===== config.mk =====
export PLATFORM = sky130hd
export DESIGN_NAME = morse_keyer_engine
export DESIGN_NICKNAME = d
export VERILOG_FILES = /design/src/rtl/morse_pkg.sv /design/src/rtl/morse_sync_fifo.sv /design/src/rtl/morse_keyer_engine.sv
export SDC_FILE = /design/constraint.sdc
export NUM_CORES = 1
export LEC_CHECK = 0
export BUFFER_PORTS_ARGS = -buffer_cell sky130_fd_sc_hd__buf_2
export CORE_MARGIN = 10
export CORE_UTILIZATION = 63
export CTS_CLUSTER_DIAMETER = 120
export DETAILED_ROUTE_END_ITERATION = 7
export GPL_TIMING_DRIVEN = 0
export PLACE_DENSITY = 0.91
export SLEW_MARGIN = 20
export SYNTH_ARGS = -nofsm -noshare
export SYNTH_HDL_FRONTEND = slang
export SYNTH_SLANG_ARGS = --single-unit

===== constraint.sdc =====
create_clock -name clk -period 4.2 [get_ports clk]
set_input_delay 0 -clock clk [delete_from_list [all_inputs] [get_ports clk]]
set_output_delay 0 -clock clk [all_outputs]
set_load 0.01 [all_outputs]

===== src/rtl/morse_pkg.sv =====
// morse_pkg: scan-code constants, Morse timing units, FSM state type and the
// scan-code (set 2 make code) to Morse pattern lookup shared by the keyer.
package morse_pkg;

  localparam logic [7:0] SC_BREAK = 8'hF0;
  localparam logic [7:0] SC_EXT   = 8'hE0;
  localparam logic [7:0] SC_SPACE = 8'h29;

  localparam int DASH_UNITS = 3;
  localparam int LGAP_UNITS = 3;
  localparam int WGAP_UNITS = 4;

  // Symbols are left-aligned: first symbol in sym[4], 1 = dash.
  // A space is a valid entry with len 0.
  typedef struct packed {
    logic [2:0] len;
    logic [4:0] sym;
  } morse_pat_t;

  typedef struct packed {
    logic       valid;
    morse_pat_t pat;
  } morse_lut_t;

  typedef enum logic [2:0] {
    S_IDLE = 3'd0,
    S_LOAD = 3'd1,
    S_MARK = 3'd2,
    S_GAP  = 3'd3,
    S_LGAP = 3'd4,
    S_WGAP = 3'd5
  } morse_state_t;

  function automatic morse_lut_t mk(input logic [2:0] len, input logic [4:0] sym);
    return {1'b1, len, sym};
  endfunction

  function automatic morse_lut_t scan_to_morse(input logic [7:0] code);
    morse_lut_t r;
    r = '0;
    case (code)
      8'h1C: r = mk(3'd2, 5'b01000); // A .-
      8'h32: r = mk(3'd4, 5'b10000); // B -...
      8'h21: r = mk(3'd4, 5'b10100); // C -.-.
      8'h23: r = mk(3'd3, 5'b10000); // D -..
      8'h24: r = mk(3'd1, 5'b00000); // E .
      8'h2B: r = mk(3'd4, 5'b00100); // F ..-.
      8'h34: r = mk(3'd3, 5'b11000); // G --.
      8'h33: r = mk(3'd4, 5'b00000); // H ....
      8'h43: r = mk(3'd2, 5'b00000); // I ..
      8'h3B: r = mk(3'd4, 5'b01110); // J .---
      8'h42: r = mk(3'd3, 5'b10100); // K -.-
      8'h4B: r = mk(3'd4, 5'b01000); // L .-..
      8'h3A: r = mk(3'd2, 5'b11000); // M --
      8'h31: r = mk(3'd2, 5'b10000); // N -.
      8'h44: r = mk(3'd3, 5'b11100); // O ---
      8'h4D: r = mk(3'd4, 5'b01100); // P .--.
      8'h15: r = mk(3'd4, 5'b11010); // Q --.-
      8'h2D: r = mk(3'd3, 5'b01000); // R .-.
      8'h1B: r = mk(3'd3, 5'b00000); // S ...
      8'h2C: r = mk(3'd1, 5'b10000); // T -
      8'h3C: r = mk(3'd3, 5'b00100); // U ..-
      8'h2A: r = mk(3'd4, 5'b00010); // V ...-
      8'h1D: r = mk(3'd3, 5'b01100); // W .--
      8'h22: r = mk(3'd4, 5'b10010); // X -..-
      8'h35: r = mk(3'd4, 5'b10110); // Y -.--
      8'h1A: r = mk(3'd4, 5'b11000); // Z --..
      8'h45: r = mk(3'd5, 5'b11111); // 0
      8'h16: r = mk(3'd5, 5'b01111); // 1
      8'h1E: r = mk(3'd5, 5'b00111); // 2
      8'h26: r = mk(3'd5, 5'b00011); // 3
      8'h25: r = mk(3'd5, 5'b00001); // 4
      8'h2E: r = mk(3'd5, 5'b00000); // 5
      8'h36: r = mk(3'd5, 5'b10000); // 6
      8'h3D: r = mk(3'd5, 5'b11000); // 7
      8'h3E: r = mk(3'd5, 5'b11100); // 8
      8'h46: r = mk(3'd5, 5'b11110); // 9
      8'h29: r = mk(3'd0, 5'b00000); // word space
      default: r = '0;
    endcase
    return r;
  endfunction

  function automatic logic scan_valid(input logic [7:0] code);
    morse_lut_t r;
    r = scan_to_morse(code);
    return r.valid;
  endfunction

endpackage


===== src/rtl/morse_sync_fifo.sv =====
// morse_sync_fifo: single-clock FIFO with registered read data. A pop loads
// the head entry into o_dout, so the word is usable the cycle after the pop.
// Pushes while full are ignored (the caller reports the drop).
module morse_sync_fifo #(
  parameter int WIDTH = 8,
  parameter int DEPTH = 16
)(
  input  logic                         clk,
  input  logic                         rst,
  input  logic                         i_push,
  input  logic [WIDTH-1:0]             i_din,
  input  logic                         i_pop,
  output logic [WIDTH-1:0]             o_dout,
  output logic                         o_full,
  output logic                         o_empty,
  output logic [$clog2(DEPTH+1)-1:0]   o_count
);

  localparam int AW = $clog2(DEPTH);
  localparam int CW = $clog2(DEPTH+1);

  logic [WIDTH-1:0] r_mem [DEPTH];
  logic [AW-1:0]    r_wr_ptr, r_rd_ptr;
  logic [CW-1:0]    r_count;
  logic [WIDTH-1:0] r_dout;
  logic             w_wr, w_rd;

  assign o_full  = (r_count == CW'(DEPTH));
  assign o_empty = (r_count == '0);
  assign w_wr    = i_push & ~o_full;
  assign w_rd    = i_pop & ~o_empty;
  assign o_dout  = r_dout;
  assign o_count = r_count;

  // Storage array; contents are don't-care until written.
  always_ff @(posedge clk) begin
    if (w_wr) r_mem[r_wr_ptr] <= i_din;
  end

  // Pointers, occupancy and registered read port.
  always_ff @(posedge clk) begin
    if (rst) begin
      r_wr_ptr <= '0;
      r_rd_ptr <= '0;
      r_count  <= '0;
      r_dout   <= '0;
    end else begin
      if (w_wr) r_wr_ptr <= r_wr_ptr + 1'b1;
      if (w_rd) begin
        r_dout   <= r_mem[r_rd_ptr];
        r_rd_ptr <= r_rd_ptr + 1'b1;
      end
      case ({w_wr, w_rd})
        2'b10:   r_count <= r_count + 1'b1;
        2'b01:   r_count <= r_count - 1'b1;
        default: r_count <= r_count;
      endcase
    end
  end

endmodule


===== src/rtl/morse_keyer_engine.sv =====
// morse_keyer_engine: filters PS/2 set-2 make codes, buffers them and keys
// ITU Morse timing on morse_code_out. Optional sidetone on tone_out is built
// only when MORSE_SIDETONE_EN is defined; otherwise tone_out is tied 0.
module morse_keyer_engine
  import morse_pkg::*;
#(
  parameter int CLK_PER_UNIT = 10_000_000,
  parameter int FIFO_DEPTH   = 16,
  parameter int TONE_DIV     = 5_000
)(
  input  logic                              clk,
  input  logic                              rst,
  input  logic [7:0]                        ps2_received_data,
  input  logic                              ps2_received_data_strb,
  output logic                              morse_code_out,
  output logic                              busy,
  output logic [$clog2(FIFO_DEPTH+1)-1:0]   fifo_count,
  output logic                              overflow,
  output logic                              tone_out
);

  localparam int CW = $clog2(FIFO_DEPTH+1);
  // Sized for the longest element (word gap) so the counter never wraps.
  localparam int CNT_W = $clog2(WGAP_UNITS*CLK_PER_UNIT);
  localparam logic [CNT_W-1:0] T_DOT  = CNT_W'(CLK_PER_UNIT-1);
  localparam logic [CNT_W-1:0] T_DASH = CNT_W'(DASH_UNITS*CLK_PER_UNIT-1);
  localparam logic [CNT_W-1:0] T_LGAP = CNT_W'(LGAP_UNITS*CLK_PER_UNIT-1);
  localparam logic [CNT_W-1:0] T_WGAP = CNT_W'(WGAP_UNITS*CLK_PER_UNIT-1);

  if (CLK_PER_UNIT < 2 || FIFO_DEPTH < 2 ||
      (FIFO_DEPTH & (FIFO_DEPTH-1)) != 0 || TONE_DIV < 1) begin : g_param_check
    $error("morse_keyer_engine: illegal parameter set");
  end

  logic            r_brk, r_ext, r_ovf, r_key;
  morse_state_t    r_state, w_nstate;
  logic [CNT_W-1:0] r_cnt, w_target;
  logic            w_done;
  logic [4:0]      r_sym;
  logic [2:0]      r_len;
  logic            w_push, w_pop, w_full, w_empty;
  logic [7:0]      w_dout;
  logic [CW-1:0]   w_count;
  morse_lut_t      w_load_lut;

  // Prefix bytes arm a one-shot discard of the following byte.
  assign w_push = ps2_received_data_strb & ~r_brk & ~r_ext &
                  scan_valid(ps2_received_data);

  morse_sync_fifo #(
    .WIDTH (8),
    .DEPTH (FIFO_DEPTH)
  ) u_fifo (
    .clk     (clk),
    .rst     (rst),
    .i_push  (w_push),
    .i_din   (ps2_received_data),
    .i_pop   (w_pop),
    .o_dout  (w_dout),
    .o_full  (w_full),
    .o_empty (w_empty),
    .o_count (w_count)
  );

  assign w_load_lut = scan_to_morse(w_dout);

  // Break/extend prefix tracking and the overflow pulse.
  always_ff @(posedge clk) begin
    if (rst) begin
      r_brk <= 1'b0;
      r_ext <= 1'b0;
      r_ovf <= 1'b0;
    end else begin
      r_ovf <= w_push & w_full;
      if (ps2_received_data_strb) begin
        if (r_brk | r_ext) begin
          r_brk <= 1'b0;
          r_ext <= 1'b0;
        end else if (ps2_received_data == SC_BREAK) begin
          r_brk <= 1'b1;
        end else if (ps2_received_data == SC_EXT) begin
          r_ext <= 1'b1;
        end
      end
    end
  end

  // Terminal count for the element currently being timed.
  always_comb begin
    w_target = T_DOT;
    case (r_state)
      S_MARK:  w_target = r_sym[4] ? T_DASH : T_DOT;
      S_LGAP:  w_target = T_LGAP;
      S_WGAP:  w_target = T_WGAP;
      default: w_target = T_DOT;
    endcase
  end

  assign w_done = (r_cnt == w_target);

  // State register.
  always_ff @(posedge clk) begin
    if (rst) r_state <= S_IDLE;
    else     r_state <= w_nstate;
  end

  // Next-state and FIFO pop decision.
  always_comb begin
    w_nstate = r_state;
    w_pop    = 1'b0;
    case (r_state)
      S_IDLE: begin
        if (!w_empty) begin
          w_pop    = 1'b1;
          w_nstate = S_LOAD;
        end
      end
      S_LOAD: begin
        if (!w_load_lut.valid)         w_nstate = S_IDLE;
        else if (w_dout == SC_SPACE)   w_nstate = S_WGAP;
        else                           w_nstate = S_MARK;
      end
      S_MARK: if (w_done) w_nstate = (r_len == 3'd1) ? S_LGAP : S_GAP;
      S_GAP:  if (w_done) w_nstate = S_MARK;
      S_LGAP: if (w_done) w_nstate = S_IDLE;
      S_WGAP: if (w_done) w_nstate = S_IDLE;
      default: w_nstate = S_IDLE;
    endcase
  end

  // Unit counter, symbol shifter and registered key output.
  always_ff @(posedge clk) begin
    if (rst) begin
      r_cnt <= '0;
      r_sym <= '0;
      r_len <= '0;
      r_key <= 1'b0;
    end else begin
      r_key <= (w_nstate == S_MARK);
      if (w_nstate != r_state || r_state == S_IDLE) r_cnt <= '0;
      else                                          r_cnt <= r_cnt + 1'b1;
      if (r_state == S_LOAD) begin
        r_sym <= w_load_lut.pat.sym;
        r_len <= w_load_lut.pat.len;
      end else if (r_state == S_MARK && w_done) begin
        r_sym <= {r_sym[3:0], 1'b0};
        r_len <= r_len - 1'b1;
      end
    end
  end

  assign morse_code_out = r_key;
  assign busy           = (r_state != S_IDLE);
  assign fifo_count     = w_count;
  assign overflow       = r_ovf;

`ifdef MORSE_SIDETONE_EN
  localparam int TW = $clog2(TONE_DIV+1);
  logic [TW-1:0] r_tdiv;
  logic          r_tone;

  // Square wave while keyed; divider held in reset whenever the key is up.
  always_ff @(posedge clk) begin
    if (rst || !r_key) begin
      r_tdiv <= '0;
      r_tone <= 1'b0;
    end else if (r_tdiv == TW'(TONE_DIV-1)) begin
      r_tdiv <= '0;
      r_tone <= ~r_tone;
    end else begin
      r_tdiv <= r_tdiv + 1'b1;
    end
  end

  assign tone_out = r_tone & r_key;
`else
  assign tone_out = 1'b0;
`endif

endmodule


==> results.rst <==
.. list-table::
   :header-rows: 1

   * - Metric
     - Value
   * - Global-route met2 utilization
     - 39.9%
   * - Root buffer cell
     - clkbuf_16
   * - Grt peak-use layer
     - met2
   * - Area of the mapped netlist
     - 0.00890 mm^2
   * - Total grt overflow
     - 0
   * - Cell class contributing the biggest share of worst-path delay
     - buffers and inverters
   * - DRC violations left
     - 0
   * - Portion of netlist area occupied by mux cells
     - 11.1%
   * - Synth async-reset ratio
     - 0%
   * - Count of vias placed by the detailed router
     - 6,231
   * - Final instance area
     - around 0.0099 mm^2
   * - Die area
     - roughly 0.019 mm^2
   * - Fraction of the yosys area taken by sequential cells
     - ~57%
   * - Wire length of the first global-routing pass
     - 35,800 um
   * - Number of flops mapped to enable cells by yosys
     - 128
   * - Detailed placer's ending HPWL
     - 14,400 um
   * - Worst-Margin Slew
     - 1.04 ns
   * - Peak supply drop
     - 0.397 mV
   * - Number of warnings issued by yosys
     - 0
   * - Total instance count after detailed placement
     - 902
   * - Max-slew violation count
     - 0
   * - Violation count after the first detailed-route iteration
     - 914
   * - Run status
     - finished clean
   * - Cell repeated most along the worst path
     - inv_1
   * - # diodes
     - 0
   * - Cell Count, Final, Fillers Out
     - 943
   * - Area delta synth->final
     - 11.5%
   * - Final count of hold timing violations
     - 0
   * - CP Capture Type
     - flip-flop
   * - Global placer's final weighted congestion
     - just under 1
   * - Starting Density
     - ~64%
   * - Placement Rows
     - 43
   * - CTS Buf Count
     - 17
   * - Area fraction in compound gates after synthesis
     - approximately 8.6%
   * - Count of endpoints failing setup in the final report
     - 0
   * - Initial antenna violation count
     - 0
   * - Flop and latch count out of synthesis
     - 190
   * - Antenna viol nets, final
     - 0
   * - Minimum clock period
     - 3.92 ns
   * - Main combinational cell family by area after synthesis
     - simple AND/OR/NAND/NOR gates
   * - Buffers on Ports
     - 18
   * - Number of distinct library cell variants in the gate-level netlist after synthesis
     - 77
   * - HP Class
     - in2reg
   * - Leak
     - 3.35 nW
   * - Data arrival time of the critical path
     - 4.22 ns
   * - Yosys top cell area share
     - around 43%
   * - Post-Route Skew
     - 0.0124 ns
   * - Number of optimization iterations in the first detailed-route pass
     - 6
   * - Critical Path Source Type
     - input port
   * - Maximum fanout along the worst path
     - 20
   * - Clock slew seen by the registers of the worst setup and hold paths
     - 0.08 ns
   * - Core Area
     - 0.0139 mm^2
   * - Met3 capacity usage during global routing
     - under 10%
   * - Most common flop cell mapped by yosys
     - edfxtp_1
   * - Library cell occupying the most area in the post-synthesis netlist
     - edfxtp_1
   * - Chip Height
     - 139 um
   * - Crit path cell chain
     - dlygate4sd3_1, buf_6, ha_1, inv_1, mux4_2, a22o_1, a222oi_1, buf_4, nor2_4, inv_1, ha_1, inv_1, fa_1, nor2b_1, o21ai_0, and3_1, nor3_2, xnor2_1, nor2_1
   * - Post-layout utilization of the core
     - 71.5%
   * - Total of max-cap violations
     - 0
   * - Via count of the first global-routing pass
     - 6,272
   * - Fraction of synthesized cell area in xor and xnor cells
     - 2.95%
   * - Achievable clock frequency
     - about 260 MHz
   * - Layout Nets
     - 784
   * - Clock insertion delay at the later pin of the skew report
     - around 0.44 ns
   * - Dpl cell area
     - 0.00922 mm^2
   * - Layout cells sized above 1
     - between 10% and 20%
   * - Largest net degree at the start of global routing
     - 23
   * - Fin Setup TNS
     - 0 ns
   * - Largest cells by area after synthesis
     - edfxtp_1, dfxtp_1, mux4_2
   * - Met1 GRT Util
     - between 20% and 30%
   * - Synthesized area per cell
     - 12.6 um^2
   * - Buffer levels on the longest clock path
     - 2
   * - Final period util
     - 93.3%
   * - Crit Path Category
     - in2reg
   * - Worst hold margin
     - 0.0312 ns
   * - Unrepaired setup endpoints after global routing
     - no
   * - Buffers and inverters on the worst path
     - 6
   * - Leading cell type by number of instances after synthesis
     - edfxtp_1
   * - CTS tree
     - done
   * - Fill cell instance count of the final layout
     - 877
   * - Die Wd
     - 139 um
   * - Slowest cell delay on critical path
     - 0.55 ns
   * - Syn nets
     - 738
   * - H-tree lvl count
     - 4
   * - Number of vias per cell after detailed routing
     - 6.61
   * - Area share of and/or/nand/nor cells after synthesis
     - between 10 and 15%
   * - Avg WL per Cell
     - 23.8 um
   * - Max-Slew Margin vs Limit
     - 30.4%
   * - Synthesized-area fraction occupied by adder cells
     - 3.32%
   * - Most frequent cells after synthesis
     - edfxtp_1, dfxtp_1, nor2_1
   * - Cell with the biggest individual delay on the critical path
     - dlygate4sd3_1
   * - WL final
     - 22,400 um
   * - Power per Cell Area
     - 573 mW/mm^2
   * - I/O pins
     - 20
   * - Count of mapped cells out of synthesis
     - 704
   * - Data required time of the critical path
     - around 4.5 ns
   * - Global-route usage over all layers
     - 23.3%
   * - Clk sink count
     - 190
[cell families (layout without fill, tap and decap cells)]
kind of cell | after synthesis | in the layout
other | 1 | 1
AO/OA/AOI/OAI | 113 | 113
adder cells (fa/ha/maj) | 23 | 23
multiplexers | 47 | 47
flip-flops | 190 | 190
XOR/XNOR | 30 | 30
buffers and inverters | 66 | 125
AND/OR/NAND/NOR | 234 | 234
[power breakdown]
group / internal [mW] / switching (mW) / leakage [nW]
clock network: 0.850 / 0.774 / 0.291
registers: 2.09 / 0.0930 / 1.65
logic: 0.735 / 1.15 / 1.40
[per-layer routing]
metal | wire, um | vias to the layer above | part of all wire [%]
li1 | - | 2749 | -
met1 | 8330 | 3045 | 37
met2 | 11500 | 362 | 51
met3 | 1750 | 75 | 7.8
met4 | 888 | 0 | 4.0
met5 | 0 | - | 0
[worst paths after layout]
path / startpoint / end / slack [ns] / cells past startpoint
worst min-delay path: ps2_received_data[1] / u_fifo.r_mem[15][1]$_DFFE_PP_ / 0.03 / 1
worst min register to register: r_cnt[0]$_SDFF_PP0_ / r_cnt[0]$_SDFF_PP0_ / 0.47 / 1
worst max register to register: r_state[1]$_SDFF_PP0_ / u_fifo.o_count[4]$_SDFFE_PP0P_ / 0.46 / 14
worst max-delay path: ps2_received_data[0] / u_fifo.o_count[4]$_SDFFE_PP0P_ / 0.28 / 19
[stage by stage]
| step | setup WS, ns | total power [mW] |
|---|---|---|
| finish | 0.281 | 5.69 |
| global route | 0.0587 | 5.95 |
| CTS | 0.0297 | 5.64 |
| detailed placement | -0.242 | 4.00 |
| global placement | 0.0279 | 3.96 |
| floorplan | 0.885 | 3.52 |
[cell type report]
type | count | area [um^2] | share of cell area, %
Buffer | 38 | 158 | 1.59
Clock buffer | 17 | 425 | 4.29
Clock inverter | 15 | 175 | 1.77
Inverter | 27 | 101 | 1.02
Multi-Input combinational cell | 448 | 3560 | 35.9
Sequential cell | 190 | 5080 | 51.2
Tap cell | 180 | 225 | 2.27
Timing Repair Buffer | 28 | 191 | 1.93
[placed cells by master (no fill, tap or decap), types with 3 or more instances in the layout]
| cell type | Yosys | layout |
|---|---|---|
| buf_2 | 9 | 26 |
| nand3b_1 | 3 | 3 |
| a211oi_1 | 4 | 4 |
| and2_1 | 3 | 3 |
| mux4_2 | 41 | 41 |
| nand2_1 | 45 | 45 |
| nor3_1 | 7 | 6 |
| or3_1 | 3 | 3 |
| a41oi_1 | 3 | 3 |
| nor4_1 | 6 | 6 |
| clkinv_8 | 0 | 3 |
| clkbuf_1 | 26 | 26 |
| dfxtp_1 | 62 | 62 |
| inv_1 | 26 | 26 |
| xor2_1 | 19 | 19 |
| nor2b_1 | 18 | 18 |
| nand3_1 | 18 | 18 |
| edfxtp_1 | 128 | 128 |
| o31ai_1 | 14 | 14 |
| and2_2 | 4 | 4 |
| mux2i_1 | 4 | 4 |
| clkbuf_16 | 0 | 17 |
| and3_1 | 20 | 20 |
| xnor2_1 | 11 | 11 |
| nor3b_1 | 8 | 8 |
| o21a_1 | 4 | 4 |
| ha_1 | 22 | 22 |
| dlygate4sd3_1 | 0 | 8 |
| a32oi_1 | 3 | 3 |
| buf_4 | 1 | 3 |
| nand4_1 | 9 | 9 |
| nor2_1 | 62 | 62 |
| a21oi_1 | 33 | 33 |
| inv_8 | 0 | 4 |
| o21ai_0 | 20 | 20 |
| and4_1 | 4 | 4 |
| o311ai_0 | 3 | 3 |
| nand2b_1 | 9 | 9 |
[registers in the layout, summed over array words and instances (netlist names)]
register	cells
r_sym	5
overflow	1
r_brk	1
r_ext	1
morse_code_out	1
u_fifo.r_rd_ptr	4
r_cnt	26
u_fifo.o_dout	8
r_state	3
u_fifo.r_wr_ptr	4
r_len	3
u_fifo.r_mem	128
u_fifo.o_count	5
[timing repair]
item | 4_1_cts | 5_1_grt
hold buffers | 8 | 0
buffers inserted | 2 | 0
endpoints found under the hold margin | 80 | 0
pin swaps | 1 | 0
resized for setup | 0 | 5
setup endpoints to repair | 1 | 1
Note: power is estimated with default switching activity, not from simulation.
